[src/rtl/prog_mem_pkg.sv]
// ============================================================================
// prog_mem_pkg : shared types and constants for the Simple CPU program memory
// Rev 1.0 : initial release
// ============================================================================
`default_nettype none

package prog_mem_pkg;

  typedef enum logic [1:0] {
    IDLE = 2'd0,
    LOAD = 2'd1,
    DONE = 2'd2
  } state_e;

  // Opcode occupies the top two bits of an 8-bit instruction, immediate the rest.
  localparam int          OPC_MSB = 7;
  localparam int          OPC_LSB = 6;
  localparam logic [1:0]  OPC_ADD = 2'b00;
  localparam logic [1:0]  OPC_SUB = 2'b01;
  localparam logic [1:0]  OPC_JMP = 2'b10;
  localparam logic [1:0]  OPC_NOP = 2'b11;

  localparam int          BOOT_PROG_LEN = 2;
  localparam logic [7:0]  BOOT_PROG [BOOT_PROG_LEN] = '{
    8'b00000011,   // ADD 3
    8'b10000000    // JMP 0
  };

endpackage : prog_mem_pkg

`default_nettype wire

[src/rtl/prog_mem_array.sv]
// ============================================================================
// prog_mem_array : simple dual-port RAM, sync write, sync read, write-first.
// Optional even-parity bit per word when PROG_MEM_PARITY_EN is defined.
// Rev 1.0 : initial release
// ============================================================================
`default_nettype none

module prog_mem_array
  import prog_mem_pkg::*;
#(
  parameter int DATA_WIDTH = 8,
  parameter int ADDR_WIDTH = 6,
  parameter int BOOT_LEN   = 2
) (
  input  logic                  clk,
  input  logic                  rst,
  input  logic                  we_i,
  input  logic [ADDR_WIDTH-1:0] waddr_i,
  input  logic [DATA_WIDTH-1:0] wdata_i,
  input  logic                  re_i,
  input  logic [ADDR_WIDTH-1:0] raddr_i,
  output logic [DATA_WIDTH-1:0] rdata_o,
  output logic                  perr_o
);

  localparam int DEPTH = 2 ** ADDR_WIDTH;
`ifdef PROG_MEM_PARITY_EN
  localparam int MEM_W = DATA_WIDTH + 1;
`else
  localparam int MEM_W = DATA_WIDTH;
`endif

  typedef logic [MEM_W-1:0] word_t;
  typedef word_t            image_t [DEPTH];

  function automatic word_t encode(input logic [DATA_WIDTH-1:0] d);
`ifdef PROG_MEM_PARITY_EN
    return {^d, d};
`else
    return d;
`endif
  endfunction

  function automatic image_t boot_image();
    image_t img;
    for (int i = 0; i < DEPTH; i++) begin
      if (i < BOOT_LEN && i < BOOT_PROG_LEN)
        img[i] = encode(DATA_WIDTH'(BOOT_PROG[i]));
      else
        img[i] = encode('0);
    end
    return img;
  endfunction

  // Contents come from elaboration only; reset never touches the array.
  image_t                mem_q = boot_image();
  word_t                 byp_word;
  logic [DATA_WIDTH-1:0] rdata_q;

  always_comb begin
    byp_word = mem_q[raddr_i];
    if (we_i && (waddr_i == raddr_i))
      byp_word = encode(wdata_i);
  end

  always_ff @(posedge clk) begin
    if (we_i)
      mem_q[waddr_i] <= encode(wdata_i);
  end

`ifdef PROG_MEM_PARITY_EN
  logic perr_q;

  always_ff @(posedge clk) begin
    if (rst) begin
      rdata_q <= '0;
      perr_q  <= 1'b0;
    end else if (re_i) begin
      rdata_q <= byp_word[DATA_WIDTH-1:0];
      perr_q  <= ^byp_word;
    end
  end

  assign perr_o = perr_q;
`else
  always_ff @(posedge clk) begin
    if (rst)
      rdata_q <= '0;
    else if (re_i)
      rdata_q <= byp_word[DATA_WIDTH-1:0];
  end

  assign perr_o = 1'b0;
`endif

  assign rdata_o = rdata_q;

endmodule : prog_mem_array

`default_nettype wire

[src/rtl/prog_mem.sv]
// ============================================================================
// prog_mem : loadable instruction memory with 1-cycle fetch and ready/valid
// program-load port. Optional word parity via PROG_MEM_PARITY_EN.
// Rev 1.0 : initial release
// ============================================================================
`default_nettype none

module prog_mem
  import prog_mem_pkg::*;
#(
  parameter int DATA_WIDTH = 8,
  parameter int ADDR_WIDTH = 6,
  parameter int BOOT_LEN   = 2
) (
  input  logic                  clk,
  input  logic                  rst,
  input  logic                  fetch_req,
  input  logic [ADDR_WIDTH-1:0] fetch_addr,
  output logic [DATA_WIDTH-1:0] instruction,
  output logic                  instr_valid,
  input  logic                  load_start,
  input  logic                  load_valid,
  input  logic [DATA_WIDTH-1:0] load_data,
  input  logic                  load_last,
  output logic                  load_ready,
  output logic                  load_done,
  output logic [ADDR_WIDTH:0]   load_count,
  output logic                  busy,
  output logic                  parity_err
);

  localparam logic [ADDR_WIDTH-1:0] LAST_ADDR = '1;

  state_e                state_q;
  logic [ADDR_WIDTH-1:0] wr_ptr_q;
  logic [ADDR_WIDTH:0]   load_count_q;
  logic                  instr_valid_q;
  logic                  load_ready_q;
  logic                  load_done_q;
  logic                  busy_q;
  logic                  we_d;
  logic                  re_d;
  logic                  perr;

  // A write coinciding with reset is dropped so an aborted load stops cleanly.
  assign we_d = (state_q == LOAD) && load_valid && !rst;
  assign re_d = (state_q == IDLE) && fetch_req;

  always_ff @(posedge clk) begin
    if (rst) begin
      state_q       <= IDLE;
      wr_ptr_q      <= '0;
      load_count_q  <= '0;
      instr_valid_q <= 1'b0;
      load_ready_q  <= 1'b0;
      load_done_q   <= 1'b0;
      busy_q        <= 1'b0;
    end else begin
      instr_valid_q <= re_d;
      load_done_q   <= 1'b0;
      case (state_q)
        IDLE: begin
          if (load_start) begin
            state_q      <= LOAD;
            wr_ptr_q     <= '0;
            load_count_q <= '0;
            load_ready_q <= 1'b1;
            busy_q       <= 1'b1;
          end
        end
        LOAD: begin
          if (load_valid) begin
            load_count_q <= load_count_q + 1'b1;
            if (load_last || (wr_ptr_q == LAST_ADDR)) begin
              state_q      <= DONE;
              load_ready_q <= 1'b0;
              load_done_q  <= 1'b1;
            end else begin
              wr_ptr_q <= wr_ptr_q + 1'b1;
            end
          end
        end
        DONE: begin
          state_q <= IDLE;
          busy_q  <= 1'b0;
        end
        default: begin
          state_q      <= IDLE;
          load_ready_q <= 1'b0;
          busy_q       <= 1'b0;
        end
      endcase
    end
  end

  prog_mem_array #(
    .DATA_WIDTH (DATA_WIDTH),
    .ADDR_WIDTH (ADDR_WIDTH),
    .BOOT_LEN   (BOOT_LEN)
  ) u_array (
    .clk     (clk),
    .rst     (rst),
    .we_i    (we_d),
    .waddr_i (wr_ptr_q),
    .wdata_i (load_data),
    .re_i    (re_d),
    .raddr_i (fetch_addr),
    .rdata_o (instruction),
    .perr_o  (perr)
  );

  assign instr_valid = instr_valid_q;
  assign load_ready  = load_ready_q;
  assign load_done   = load_done_q;
  assign load_count  = load_count_q;
  assign busy        = busy_q;
  assign parity_err  = perr & instr_valid_q;

endmodule : prog_mem

`default_nettype wire
[config.mk]
export PLATFORM = sky130hd
export DESIGN_NAME = prog_mem
export DESIGN_NICKNAME = d
export VERILOG_FILES = /design/src/rtl/prog_mem_pkg.sv /design/src/rtl/prog_mem_array.sv /design/src/rtl/prog_mem.sv
export SDC_FILE = /design/constraint.sdc
export NUM_CORES = 1
export LEC_CHECK = 0
export CORE_UTILIZATION = 60
export DETAILED_ROUTE_END_ITERATION = 10
export HOLD_SLACK_MARGIN = 0.02
export PLACE_DENSITY = 0.81
export SETUP_SLACK_MARGIN = 0.15
export SYNTH_ARGS = -nofsm -noshare
export SYNTH_HDL_FRONTEND = slang
export SYNTH_SLANG_ARGS = --single-unit
export TNS_END_PERCENT = 10
[constraint.sdc]
create_clock -name clk -period 2.6 [get_ports clk]
set_input_delay 0.39 -clock clk [delete_from_list [all_inputs] [get_ports clk]]
set_output_delay 0.39 -clock clk [all_outputs]
set_load 0.05 [all_outputs]
# Yosys cells after proc, flatten, opt, wreduce, memory -nomap -nowiden
# Memories as Yosys holds them, arrays and structs flattened. A register that Yosys moved wholly into a read port is not among the register bits.
# Index checks and enable logic that the tools add are counted.
# totals
ff_bits	19
ram_bits	512
inputBits	20
out_inout_bits	20
elab_cells	52
mem_count	1
# mem_list
name	words	word_bits	read_ports	rd_ports_with_merged_regs	write_ports	line	text
u_array.mem_q	64	8	1	1	1	prog_mem_array.sv:56	image_t mem_q = boot_image();
# classes
add_sub_neg	2
n_eq_ne	7
mux	19
bitwise	3
reduce_logical	13
# op_table
op	count
6-bit two-way mux	3
7-bit two-way mux	2
7-bit case mux with 2 select lines	1
6-bit case mux with 2 select lines	1
4-bit AND reduction	2
7-bit by 1-bit adder with 7-bit output (second input constant)	1
6-bit by 1-bit adder with 6-bit output (second input constant)	1
6-bit == test (second input constant)	1
1-bit two-way mux	6
2-bit two-way mux	3
2-bit != test (second input constant)	3
3-bit AND reduction	2
2-bit case mux with 2 select lines	1
1-bit logical AND	3
1-bit inverter	3
1-bit case mux with 3 select lines	1
3-bit OR reduction	1
2-bit by 1-bit == test with 1-bit output (second input constant)	1
2-bit == test (second input constant)	1
2-bit zero test	1
2-bit by 1-bit != test with 1-bit output (second input constant)	1
1-bit case mux with 2 select lines	1
2-bit AND reduction	1
2-bit nonzero test	1
other kinds (2)	2

# Depth between registers and ports, before layout
# Gate-level depths: netlist (run 1).
# depth
depth_word	5
depth_mapped	9
ltp_nobuf	7

# Modules after synthesis
# A second synthesis (run 1) with hierarchy kept.
# hier_totals
hier_cells	1085
area_unflattened_um2	21312.9
# modules_own_cells
module	instances	cells_per_inst	area_each_um2	seq_area_each_um2
prog_mem_array	1	982	20355.8	15534.9
prog_mem	1	103	957.2	380.4

# Least setup slack after synthesis (run 1)
# Ideal clock, no wire load.
# synth_timing
path_type	register -> register
start	register state_q[1]
end	memory u_array.mem_q[56][0] in the netlist's numbering, enable pin
setup_ns	0.371
arrival_ns	1.760
setup_slack_ns	0.469
stages_incl_launch_ff	5
n_path_buf	1
period_less_slack_ns	2.131
path_cell_list	dfxtp_1 -> clkbuf_1 -> nor4b_1 -> nand3_1 -> nor2_1
# synth_via
elab_chain_len	5
# synth_rtl
element	line	text
start: declaration	prog_mem.sv:34	state_e state_q;
start signal: assignment	prog_mem.sv:51	state_q <= IDLE;
start signal: assignment	prog_mem.sv:64	state_q <= LOAD;
start signal: assignment	prog_mem.sv:75	state_q <= DONE;
2-bit by 1-bit == test with 1-bit output	prog_mem.sv:46	assign we_d = (state_q == LOAD) && load_valid && !rst;
1-bit logical AND (2 in series)	prog_mem.sv:46	
1-bit two-way mux	prog_mem_array.sv:67	if (we_i)
1-bit two-way mux (implied by the code)	prog_mem_array.sv:68	mem_q[waddr_i] <= encode(wdata_i);
end: declaration	prog_mem_array.sv:56	
# Every way passes these cells.

# Worst setup path in the final report (run 1)
# layout_timing
start	register state_q[0]
end	memory u_array.mem_q[24][4] in the netlist's numbering, enable pin
# The elaborated chain is that of the path after synthesis.

==> results of run 1 <==
-- worst max-delay path by stage --
stage	startpoint	to	slack (ps)	cells after the start
floorplan	state_q[1]	u_array.mem_q[56][0]	470	4
global placement	load_valid	u_array.mem_q[38][0]	20	7
detailed placement	load_valid	u_array.mem_q[26][0]	-70	7
CTS	state_q[0]	u_array.mem_q[26][2]	320	6
global route	state_q[0]	u_array.mem_q[28][6]	180	6
finish	state_q[0]	u_array.mem_q[24][4]	240	6
-- layout by cell type, fill, tap and decap left out, types with 16 or more instances in the layout --
cell	instances
mux2_2	68
a22oi_1	27
mux4_2	59
clkdlybuf4s50_1	27
nor2_1	93
a221oi_1	36
mux2i_1	72
dfxtp_1	27
o22ai_1	30
clkinv_1	17
nand2_1	16
clkbuf_16	51
edfxtp_1	512
buf_4	111
-- worst max-delay path, cell delays in order, from the launching register on --
cell     delay [ps]
dfxtp_1         510
nand2_1         170
nor4_1          330
buf_4           200
nand3_1         370
nor2_1          270
buf_4           230
-- routing by layer --
metal / vias up / wire [um]
met5: - / 9
met4: 2 / 1570
met3: 108 / 4380
met2: 621 / 23100
met1: 5755 / 17900
li1: 4881 / -
-- power groups by stage --
stage                     combinational (mW)  sequential [mW]  clock [mW]
after global routing                   0.966             9.54        7.28
after detailed placement               0.906             9.72           0
after global placement                 0.879             9.72           0
final                                  0.917             9.54        6.90
after CTS                              0.915             9.54        6.97
after floorplan                        0.482             9.77           0
-- stage by stage --
| step | cells | worst slack [ps] | area [sq um] | utilization [%] | setup TNS (ps) |
|---|---|---|---|---|---|
| floorplan | 1126 | 469 | 21300 | - | 0 |
| global placement | 1670 | 15.4 | 22700 | 65.4 | 0 |
| detailed placement | 1670 | -73.1 | 22700 | 65.4 | -3380 |
| CTS | 1762 | 316 | 24300 | 69.9 | 0 |
| global route | 1762 | 176 | 24300 | 69.9 | 0 |
| finish | 1762 | 240 | 24300 | 69.9 | 0 |
-- sequential cells by signal (all words and copies together) (netlist names) --
signal and cells:
load_count 7, wr_ptr_q 6, u_array.mem_q 512, busy 1
load_ready 1, state_q 2, load_done 1, u_array.rdata_o 8
instr_valid 1
-- final cells by class --
cell class / count / area [sq um] / share of cell area (%)
clock buffer: 59 / 1310 / 5.39
clock inverter: 33 / 256 / 1.06
inverter: 1 / 3.75 / 0.0155
multi-input combinational: 520 / 4900 / 20.2
sequential: 539 / 15900 / 65.6
tap: 455 / 569 / 2.35
timing repair buffer: 155 / 1300 / 5.37
-- cell families after synthesis --
kind of cell	share of synthesized area [%]
flip-flops	74.8
other	0.0176
buffers and inverters	2.15
multiplexers	14.1
AND/OR/NAND/NOR	3.80
AO/OA/AOI/OAI	4.71
XOR/XNOR	0.288
adder cells (fa/ha/maj)	0.118
==> out/qor.txt, run 1 <==
Worst Path Max Fanout -> 8
FMAX -> 424 MHz
Row count -> 68
Startpoint type of the worst setup path -> flip-flop
Rel. slew slack -> 49.0%
HP Start -> load_data[2]
Vias/cell -> 6.45
WHS -> 409 ps
Pwr dens -> 716 nW/um^2
HP Class -> in -> reg
Post-synth EDFFs -> 512
WHS Path Cells -> 1
Initial DRT Pass Iterations -> 6
Synth-to-Final Area Change -> 14.0%
Clock group share of total power -> 39.7%
Total power -> 17.4 mW
Die ar. -> 36,200 sq um
Vias -> 11,367
Starting Density -> 61.3%
Largest net degree at the start of global routing -> 65
Grt ovf -> 0
Initial antenna violation count -> 1
Sequential share of power -> 55.0%
First-pass GRT wire length -> 69,500 um
Worst-margin pin slew -> 763 ps
Biggest area consumer among synthesized cells -> edfxtp_1
GPL Wtd Cong -> 0.950
Die W -> 190 um
Max-cap violation count -> 0
Post-synth top area share -> 72.3%
Clock period minus worst slack -> 2360 ps
Nets -> 1,290
Crit. End Element -> flip-flop
Hold Fails Final Rpt -> 0
Num CTS Buffers -> 51
IO buf count -> 38
Slew Viols, Final -> 0
# hold bufs at CTS -> 0
I/O pins -> 40
Clock Sinks -> 539
Final HPWL DP -> 28,900 um
Comb power frac -> 5.3%
Min-Delay Endpoint -> u_array.mem_q[25][2]
Path depth of the worst reg2reg path -> 6
Status -> complete, no violations
Switching part of the total -> 20.7%
Met3 GRT Util -> 5.36%
Routed WL -> 46,900 um
Initial drt markers -> 1,311
CTS tree -> yes
Layout cell share with drive strength beyond 1 -> 25.4%
P_int -> 13.8 mW
Resized Gates After CTS -> 0
Sw power -> 3.60 mW
Max Clock Skew -> 28.9 ps
ANT cells -> 0
Fillers -> 2,046
Ys Warns -> 0
Synth area leaders -> edfxtp_1 72%, mux4_2 6.2%, mux2_2 3.6%
Setup bufs post-CTS -> 0
Reg2reg end -> u_array.mem_q[24][4]
Unrepaired setup endpoints after global routing -> false
Global routing usage on met2 -> 42.9%
Critical Path RT -> 2880 ps
Deepest clock path buffer count -> 3
Leak pwr -> 8.05 nW
Root Buffer -> clkbuf_16
Met1 Usage GRT -> 36.0%
Post-Synthesis Cell Area -> 21,300 sq um
Post-synthesis sequential area ratio -> 74.8%
Core footprint -> 34,700 sq um
Final setup viols -> 0
GR peak layer -> met2
Synth unique cells -> 55
Flops & latches, synth -> 539
Synth cell count leaders -> 512 x edfxtp_1, 93 x nor2_1, 72 x mux2i_1
Syn Inst Count -> 1,126
Clock Pin Slew Worst Setup and Hold Paths -> 60 ps
Crit path arrival time -> 2640 ps
Most numerous cell in the Yosys netlist -> edfxtp_1
Worst-skew pair later-pin latency -> 580 ps
Worst R2R Setup Slack -> 240 ps
Critical path class -> reg -> reg
Synth Flop Type -> edfxtp_1
Syn avg cell area -> 18.9 sq um
Final worst-path cycle share -> 90.8%
GRT Total Usage -> 26.5%
Post-synth net total -> 1,148
R2r startpoint -> state_q[0]
Routed wire length per instance -> 26.6 um
Detail Route Antenna Nets -> 0
Remaining DRCs -> 0
Die Y-Extent -> 190 um
Vias in the first global route -> 11,441
H-tree Lvls -> 2
Async SR Flop Fraction -> 0%
Worst vdd ir -> 574 uV
Note: power is estimated with default switching activity, not from simulation.
==> run 2, diff against run 1 <==
--- a/config.mk
+++ b/config.mk
@@ -7,10 +7,13 @@
 export LEC_CHECK = 0
 export CORE_UTILIZATION = 60
 export DETAILED_ROUTE_END_ITERATION = 10
+export DONT_BUFFER_PORTS = 1
 export HOLD_SLACK_MARGIN = 0.02
-export PLACE_DENSITY = 0.81
+export MAX_ROUTING_LAYER = met4
+export PLACE_DENSITY = 0.8
 export SETUP_SLACK_MARGIN = 0.15
 export SYNTH_ARGS = -nofsm -noshare
 export SYNTH_HDL_FRONTEND = slang
+export SYNTH_HIERARCHICAL = 1
 export SYNTH_SLANG_ARGS = --single-unit
 export TNS_END_PERCENT = 10
==> out/qor.txt, run 2 <==
Status -> complete, no violations
Met2 wire len -> 22,600 um (-1.9%)
Synth area leaders -> edfxtp_1 72%, mux4_2 14%, dfxtp_1 2.5%
Initial DRT Pass Iterations -> 5 (-1)
Met1 WL -> 18,000 um (+1.0%)
Remaining DRCs -> 0 (unchanged)
IO buf count -> 0 (-100%)
Most used cell, CP -> a2111oi_0
Synth-to-Final Area Change -> 12.9%
Critical Path RT -> 3040 ps (+160 ps)
Largest net degree at the start of global routing -> 128 (+97%)
Clock Sinks -> 539 (unchanged)
Vias/cell -> 6.61 (+2.5%)
Starting Density -> 61.4% (+0.12 points)
Final HPWL DP -> 25,800 um (-11%)
Max FFs per register -> 512 (unchanged)
Routed wire length per instance -> 27.5 um (+3.5%)
Final worst-path cycle share -> 88.9% (-1.9 points)
Vias -> 11,026 (-3.0%)
Initial antenna violation count -> 1 (unchanged)
Most numerous cell in the Yosys netlist -> edfxtp_1
Most flops, register -> u_array/mem_q
Clock Pin Slew Worst Setup and Hold Paths -> 60 ps (about the same)
Die ar. -> 36,300 sq um (+0.18%)
Deepest clock path buffer count -> 3 (unchanged)
H-tree Lvls -> 2 (unchanged)
Critical path class -> reg -> reg
Post-synth top area share -> 72.1% (-0.14 points)
CP max stage cell -> dfxtp_1
Root Buffer -> clkbuf_16
Grt ovf -> 0 (unchanged)
CTS tree -> yes
Post-synth EDFFs -> 512 (unchanged)
Rel. slew slack -> 44.4% (-4.6 points)
Commonest non-fill, non-tap cell in the layout -> edfxtp_1
Post-synth net total -> 1,107 (-3.6%)
Post-Synthesis Cell Area -> 21,300 sq um (+0.19%)
Row count -> 68 (unchanged)
Initial drt markers -> 1,505 (+15%)
Worst vdd ir -> 557 uV (-3.0%)
Fillers -> 2,094 (+2.3%)
Resized Gates After CTS -> 0 (unchanged)
Leak pwr -> 7.68 nW (-4.6%)
Routed WL -> 45,900 um (-2.0%)
I/O pins -> 40 (unchanged)
Async SR Flop Fraction -> 0% (unchanged)
Setup bufs post-CTS -> 0 (unchanged)
Slew Viols, Final -> 0 (unchanged)
Flops & latches, synth -> 539 (unchanged)
Num CTS Buffers -> 51 (unchanged)
Syn Inst Count -> 1,085 (-3.6%)
Pwr dens -> 725 nW/um^2 (+1.4%)
First-pass GRT wire length -> 68,100 um (-2.0%)
Ys Warns -> 6 (+6)
Final setup viols -> 0 (unchanged)
Pre-CTS setup slack -> 296 ps (+369 ps)
Vias in the first global route -> 10,945 (-4.3%)
Die W -> 190 um (about the same)
Worst Path Max Fanout -> 16 (+8)
GRT Total Usage -> 26.8% (+0.26 points)
Crit. End Element -> flip-flop
Delay of the slowest critical-path stage -> 630 ps (+120 ps)
Nets -> 1,197 (-7.2%)
Crit-path cells -> xnor2_1 > nand3_1 > o22ai_1 > a2111oi_0 > a2111oi_0
Worst-skew pair later-pin latency -> 560 ps (-20 ps)
Syn avg cell area -> 19.6 sq um (+4.0%)
FMAX -> 433 MHz (+2.1%)
Max-cap violation count -> 0 (unchanged)
Top sig layer -> met4
Detail Route Antenna Nets -> 0 (unchanged)
Core footprint -> 34,700 sq um (unchanged)
Clock period minus worst slack -> 2310 ps (-48.7 ps)
Max Clock Skew -> 14.9 ps (-14.1 ps)
Synth cell count leaders -> 512 x edfxtp_1, 128 x mux4_2, 97 x nor2_1
Synth Flop Type -> edfxtp_1
Layout cell share with drive strength beyond 1 -> 25.2% (-0.24 points)
WHS -> 40.9 ps (-368 ps)
Die Y-Extent -> 190 um (about the same)
GPL Wtd Cong -> 0.921 (-3.1%)
Hold Fails Final Rpt -> 0 (unchanged)
WL met3 -> 4030 um (-8.1%)
Synth unique cells -> 56 (+1.8%)
Final core utilization -> 69.3% (-0.58 points)
Startpoint type of the worst setup path -> flip-flop
Setup Total Neg Slack -> 0 ps (unchanged)
Post-synthesis sequential area ratio -> 74.7% (-0.14 points)
Most frequent cells in the layout -> 512 x edfxtp_1, 128 x mux4_2, 97 x nor2_1
Unrepaired setup endpoints after global routing -> false
Setup ws final -> 288 ps (+48.7 ps)
Biggest area consumer among synthesized cells -> edfxtp_1
Crit path arrival time -> 2750 ps (+110 ps)
HP Class -> in -> reg
Worst-margin pin slew -> 832 ps (+69.2 ps)
## run 2: worst paths after layout
check	from	to	slack (ps)	depth (start not counted)
setup / recovery	wr_ptr_q[2]	u_array/rdata_o[5]	290	5
hold / removal	load_last	wr_ptr_q[0]	40	3
setup reg to reg	wr_ptr_q[2]	u_array/rdata_o[5]	290	5
hold reg to reg	state_q[0]	state_q[1]	560	2
## run 2: critical path: cells and delay by family, from the launching register on
family | cells | cell delay [ps]
AOI/OAI and AO/OA | 3 | 850
xor gates and xnor gates | 1 | 190
DFF | 1 | 630
and+or+nand+nor | 1 | 510
## run 2: metal layers
layer | track usage [%] | vias to the layer above
met5 | - | -
met1 | 36.8 | 5765
met4 | 8.03 | 0
met3 | 4.53 | 93
met2 | 41.9 | 552
li1 | - | 4616
## run 2: what timing repair did
item / 4_1_cts / 5_1_grt
hold buffers: 12 / 0
setup endpoints to repair: 0 / 0
hold endpoints to repair: 526 / 0
## run 2: cells by family after synthesis
kind of cell	synth area share, %
AOI/OAI and AO/OA	3.91
xor gates and xnor gates	0.411
adders and majority gates	0.117
buffers and inverters	1.91
DFF	74.7
muxes	14.4
other	0.0176
and+or+nand+nor	4.54
## run 2: power breakdown
part	switching (mW)	total, mW	internal (mW)	leakage, nW
clock network	2.98	7.17	4.18	0.789
logic	0.392	0.715	0.323	2.07
registers	0.0562	9.57	9.51	4.82
total	3.43	17.4	14.0	7.68
## run 2: area by class of cell
class | count | area [sq um] | share of cell area (%)
flip-flops and latches | 539 | 15900 | 66.2
multi-input cells | 470 | 4990 | 20.8
clock buffers | 63 | 1360 | 5.67
repair buffers | 99 | 913 | 3.80
well taps | 455 | 569 | 2.37
clock inverters | 27 | 243 | 1.01
inverters | 14 | 52.6 | 0.218
diodes | 1 | 2.50 | 0.0104
## run 2: stage by stage
| step | std cells | power (mW) | area (sq um) |
|---|---|---|---|
| 2_1_floorplan | 1085 | 10.3 | 21300 |
| 3_3_place_gp | 1565 | 10.3 | 22200 |
| 3_5_place_dp | 1565 | 10.3 | 22200 |
| 4_1_cts | 1667 | 17.5 | 24100 |
| 5_1_grt | 1668 | 17.9 | 24100 |
| 6_report | 1668 | 17.4 | 24100 |
==> run 3, diff against run 2 <==
--- a/config.mk
+++ b/config.mk
@@ -5,6 +5,7 @@
 export SDC_FILE = /design/constraint.sdc
 export NUM_CORES = 1
 export LEC_CHECK = 0
+export CORE_MARGIN = 1.5
 export CORE_UTILIZATION = 60
 export DETAILED_ROUTE_END_ITERATION = 10
 export DONT_BUFFER_PORTS = 1
==> constraint.sdc (replaced) <==
create_clock -name clk -period 2.6 [get_ports clk]
set_input_delay 0.78 -clock clk [delete_from_list [all_inputs] [get_ports clk]]
set_output_delay 0.78 -clock clk [all_outputs]
set_load 0.05 [all_outputs]
==> out/qor.txt, run 3 (synthesized netlist as in run 2, its figures left out) <==
Post-route cell area -> 23,900 sq um (-0.78%)
Hold Fails Final Rpt -> 0 (unchanged)
Rel. slew slack -> 46.0% (+1.6 points)
Crit path arrival time -> 2680 ps (-70 ps)
Startpoint type of the worst setup path -> input port
Clock Pin Slew Worst Setup and Hold Paths -> 60 ps (about the same)
Comb power frac -> 3.2% (-0.9 points)
Grt ovf -> 0 (unchanged)
FMAX -> 442 MHz (+2.3%)
Pre-CTS setup slack -> 58.5 ps (-237 ps)
Vias -> 11,038 (+0.11%)
Final setup viols -> 0 (unchanged)
IO buf count -> 0 (unchanged)
Fillers -> 2,125 (+1.5%)
Core footprint -> 34,700 sq um (unchanged)
Die Y-Extent -> 191 um (+0.53%)
Dpl cells -> 1,587 (+1.4%)
Worst vdd ir -> 617 uV (+11%)
Worst-skew pair later-pin latency -> 570 ps (about the same)
Setup bufs post-CTS -> 0 (unchanged)
Detail Route Antenna Nets -> 0 (unchanged)
HP Start -> rst
Max FFs per register -> 512 (unchanged)
GRT Total Usage -> 26.9% (+0.057 points)
Sw power -> 3.35 mW (-2.4%)
Clock group share of total power -> 40.2% (-0.9 points)
Largest net degree at the start of global routing -> 128 (unchanged)
Clock Sinks -> 539 (unchanged)
Clock period minus worst slack -> 2260 ps (-51.1 ps)
Routed wire length per instance -> 27.5 um (-0.27%)
Worst Path Max Fanout -> 127 (+111)
Most flops, register -> u_array/mem_q
Critical Path RT -> 3020 ps (-20 ps)
Deepest clock path buffer count -> 3 (unchanged)
Crit. Startpoint -> fetch_addr[0]
Max Clock Skew -> 10.8 ps (-4.07 ps)
Initial drt markers -> 1,453 (-3.5%)
CTS tree -> yes
Slew Viols, Final -> 0 (unchanged)
GPL Wtd Cong -> 0.892 (-3.1%)
Nets -> 1,207 (+0.84%)
Area after DPL -> 22,400 sq um (+0.77%)
Initial DRT Pass Iterations -> 6 (+1)
R2r startpoint -> u_array/mem_q[31][6]
Critical path class -> in -> reg
Pwr dens -> 709 nW/um^2 (-2.2%)
Most frequent cells in the layout -> 512 x edfxtp_1, 128 x mux4_2, 109 x buf_4
Max-cap violation count -> 0 (unchanged)
Initial antenna violation count -> 1 (unchanged)
# hold bufs at CTS -> 0 (-12)
Final worst-path cycle share -> 86.9% (-2.0 points)
Routed WL -> 46,000 um (+0.27%)
Unrepaired setup endpoints after global routing -> false
Crit. End Element -> flip-flop
Remaining DRCs -> 0 (unchanged)
Switching part of the total -> 19.8% (+0.11 points)
Status -> complete, no violations
Worst-margin pin slew -> 809 ps (-22.8 ps)
Row count -> 68 (unchanged)
HP Class -> in -> reg
Layout cell share with drive strength beyond 1 -> 26.0% (+0.88 points)
Final HPWL DP -> 26,500 um (+2.7%)
Die W -> 191 um (+0.53%)
Layout Cells excl Fill -> 1,677 (+0.54%)
WHS -> 279 ps (+238 ps)
First-pass GRT wire length -> 68,800 um (+1.0%)
Vias in the first global route -> 11,170 (+2.1%)
Starting Density -> 61.4% (unchanged)
Resized Gates After CTS -> 0 (unchanged)
Commonest non-fill, non-tap cell in the layout -> edfxtp_1
I/O pins -> 40 (unchanged)
Vias/cell -> 6.58 (-0.43%)
P_int -> 13.6 mW (-3.1%)
H-tree Lvls -> 2 (unchanged)
Setup Total Neg Slack -> 0 ps (unchanged)
Synth-to-Final Area Change -> 12.0%
Root Buffer -> clkbuf_16
Sequential share of power -> 56.6% (+1.8 points)
Setup ws final -> 339 ps (+51.1 ps)
Die ar. -> 36,700 sq um (+1.1%)
Leak pwr -> 7.62 nW (-0.81%)
Num CTS Buffers -> 51 (unchanged)
-- run 3: worst paths after layout --
check                                          end  slack [ps]  cells after the start
worst min register to register         wr_ptr_q[3]         610                      1
worst max-delay path            u_array/rdata_o[6]         340                      5
worst min-delay path                    load_ready         280                      1
worst max register to register  u_array/rdata_o[6]         410                      5
-- run 3: per-layer routing --
| layer | part of all wire [%] | GRT usage, % | vias to the layer above |
|---|---|---|---|
| met4 | 3.1 | 8.44 | 0 |
| met1 | 38 | 35.9 | 5691 |
| met5 | 0 | - | - |
| met3 | 9.8 | 5.95 | 113 |
| met2 | 49 | 41.9 | 608 |
| li1 | - | - | 4626 |
-- run 3: final cells by class --
| cell class | count | area [sq um] | area share, % |
|---|---|---|---|
| Clock inverter | 27 | 149 | 0.624 |
| Tap cell | 455 | 569 | 2.39 |
| Multi-Input combinational cell | 470 | 5000 | 20.9 |
| Clock buffer | 62 | 1360 | 5.70 |
| Sequential cell | 539 | 15900 | 66.7 |
| Inverter | 14 | 52.6 | 0.220 |
| Antenna cell | 1 | 2.50 | 0.0105 |
| Timing Repair Buffer | 109 | 818 | 3.43 |
-- run 3: critical path, cell delays in order --
cell,delay (ps)
mux4_2,580
a22oi_1,250
nand2_1,140
a2111oi_0,650
a21oi_1,130
-- run 3: power by group through the flow --
| stage | sequential, mW | clock [mW] | combinational, mW |
|---|---|---|---|
| global placement | 9.76 | 0 | 0.515 |
| floorplan | 9.76 | 0 | 0.506 |
| detailed placement | 9.76 | 0 | 0.525 |
| finish | 9.58 | 6.81 | 0.542 |
| CTS | 9.58 | 6.88 | 0.531 |
| global route | 9.58 | 7.22 | 0.562 |
-- run 3: metrics by stage --
step / utilization (%) / total power [mW]
detailed placement: 64.4 / 10.3
floorplan: - / 10.3
finish: 68.8 / 16.9
global placement: 64.4 / 10.3
CTS: 68.7 / 17.0
global route: 68.8 / 17.4
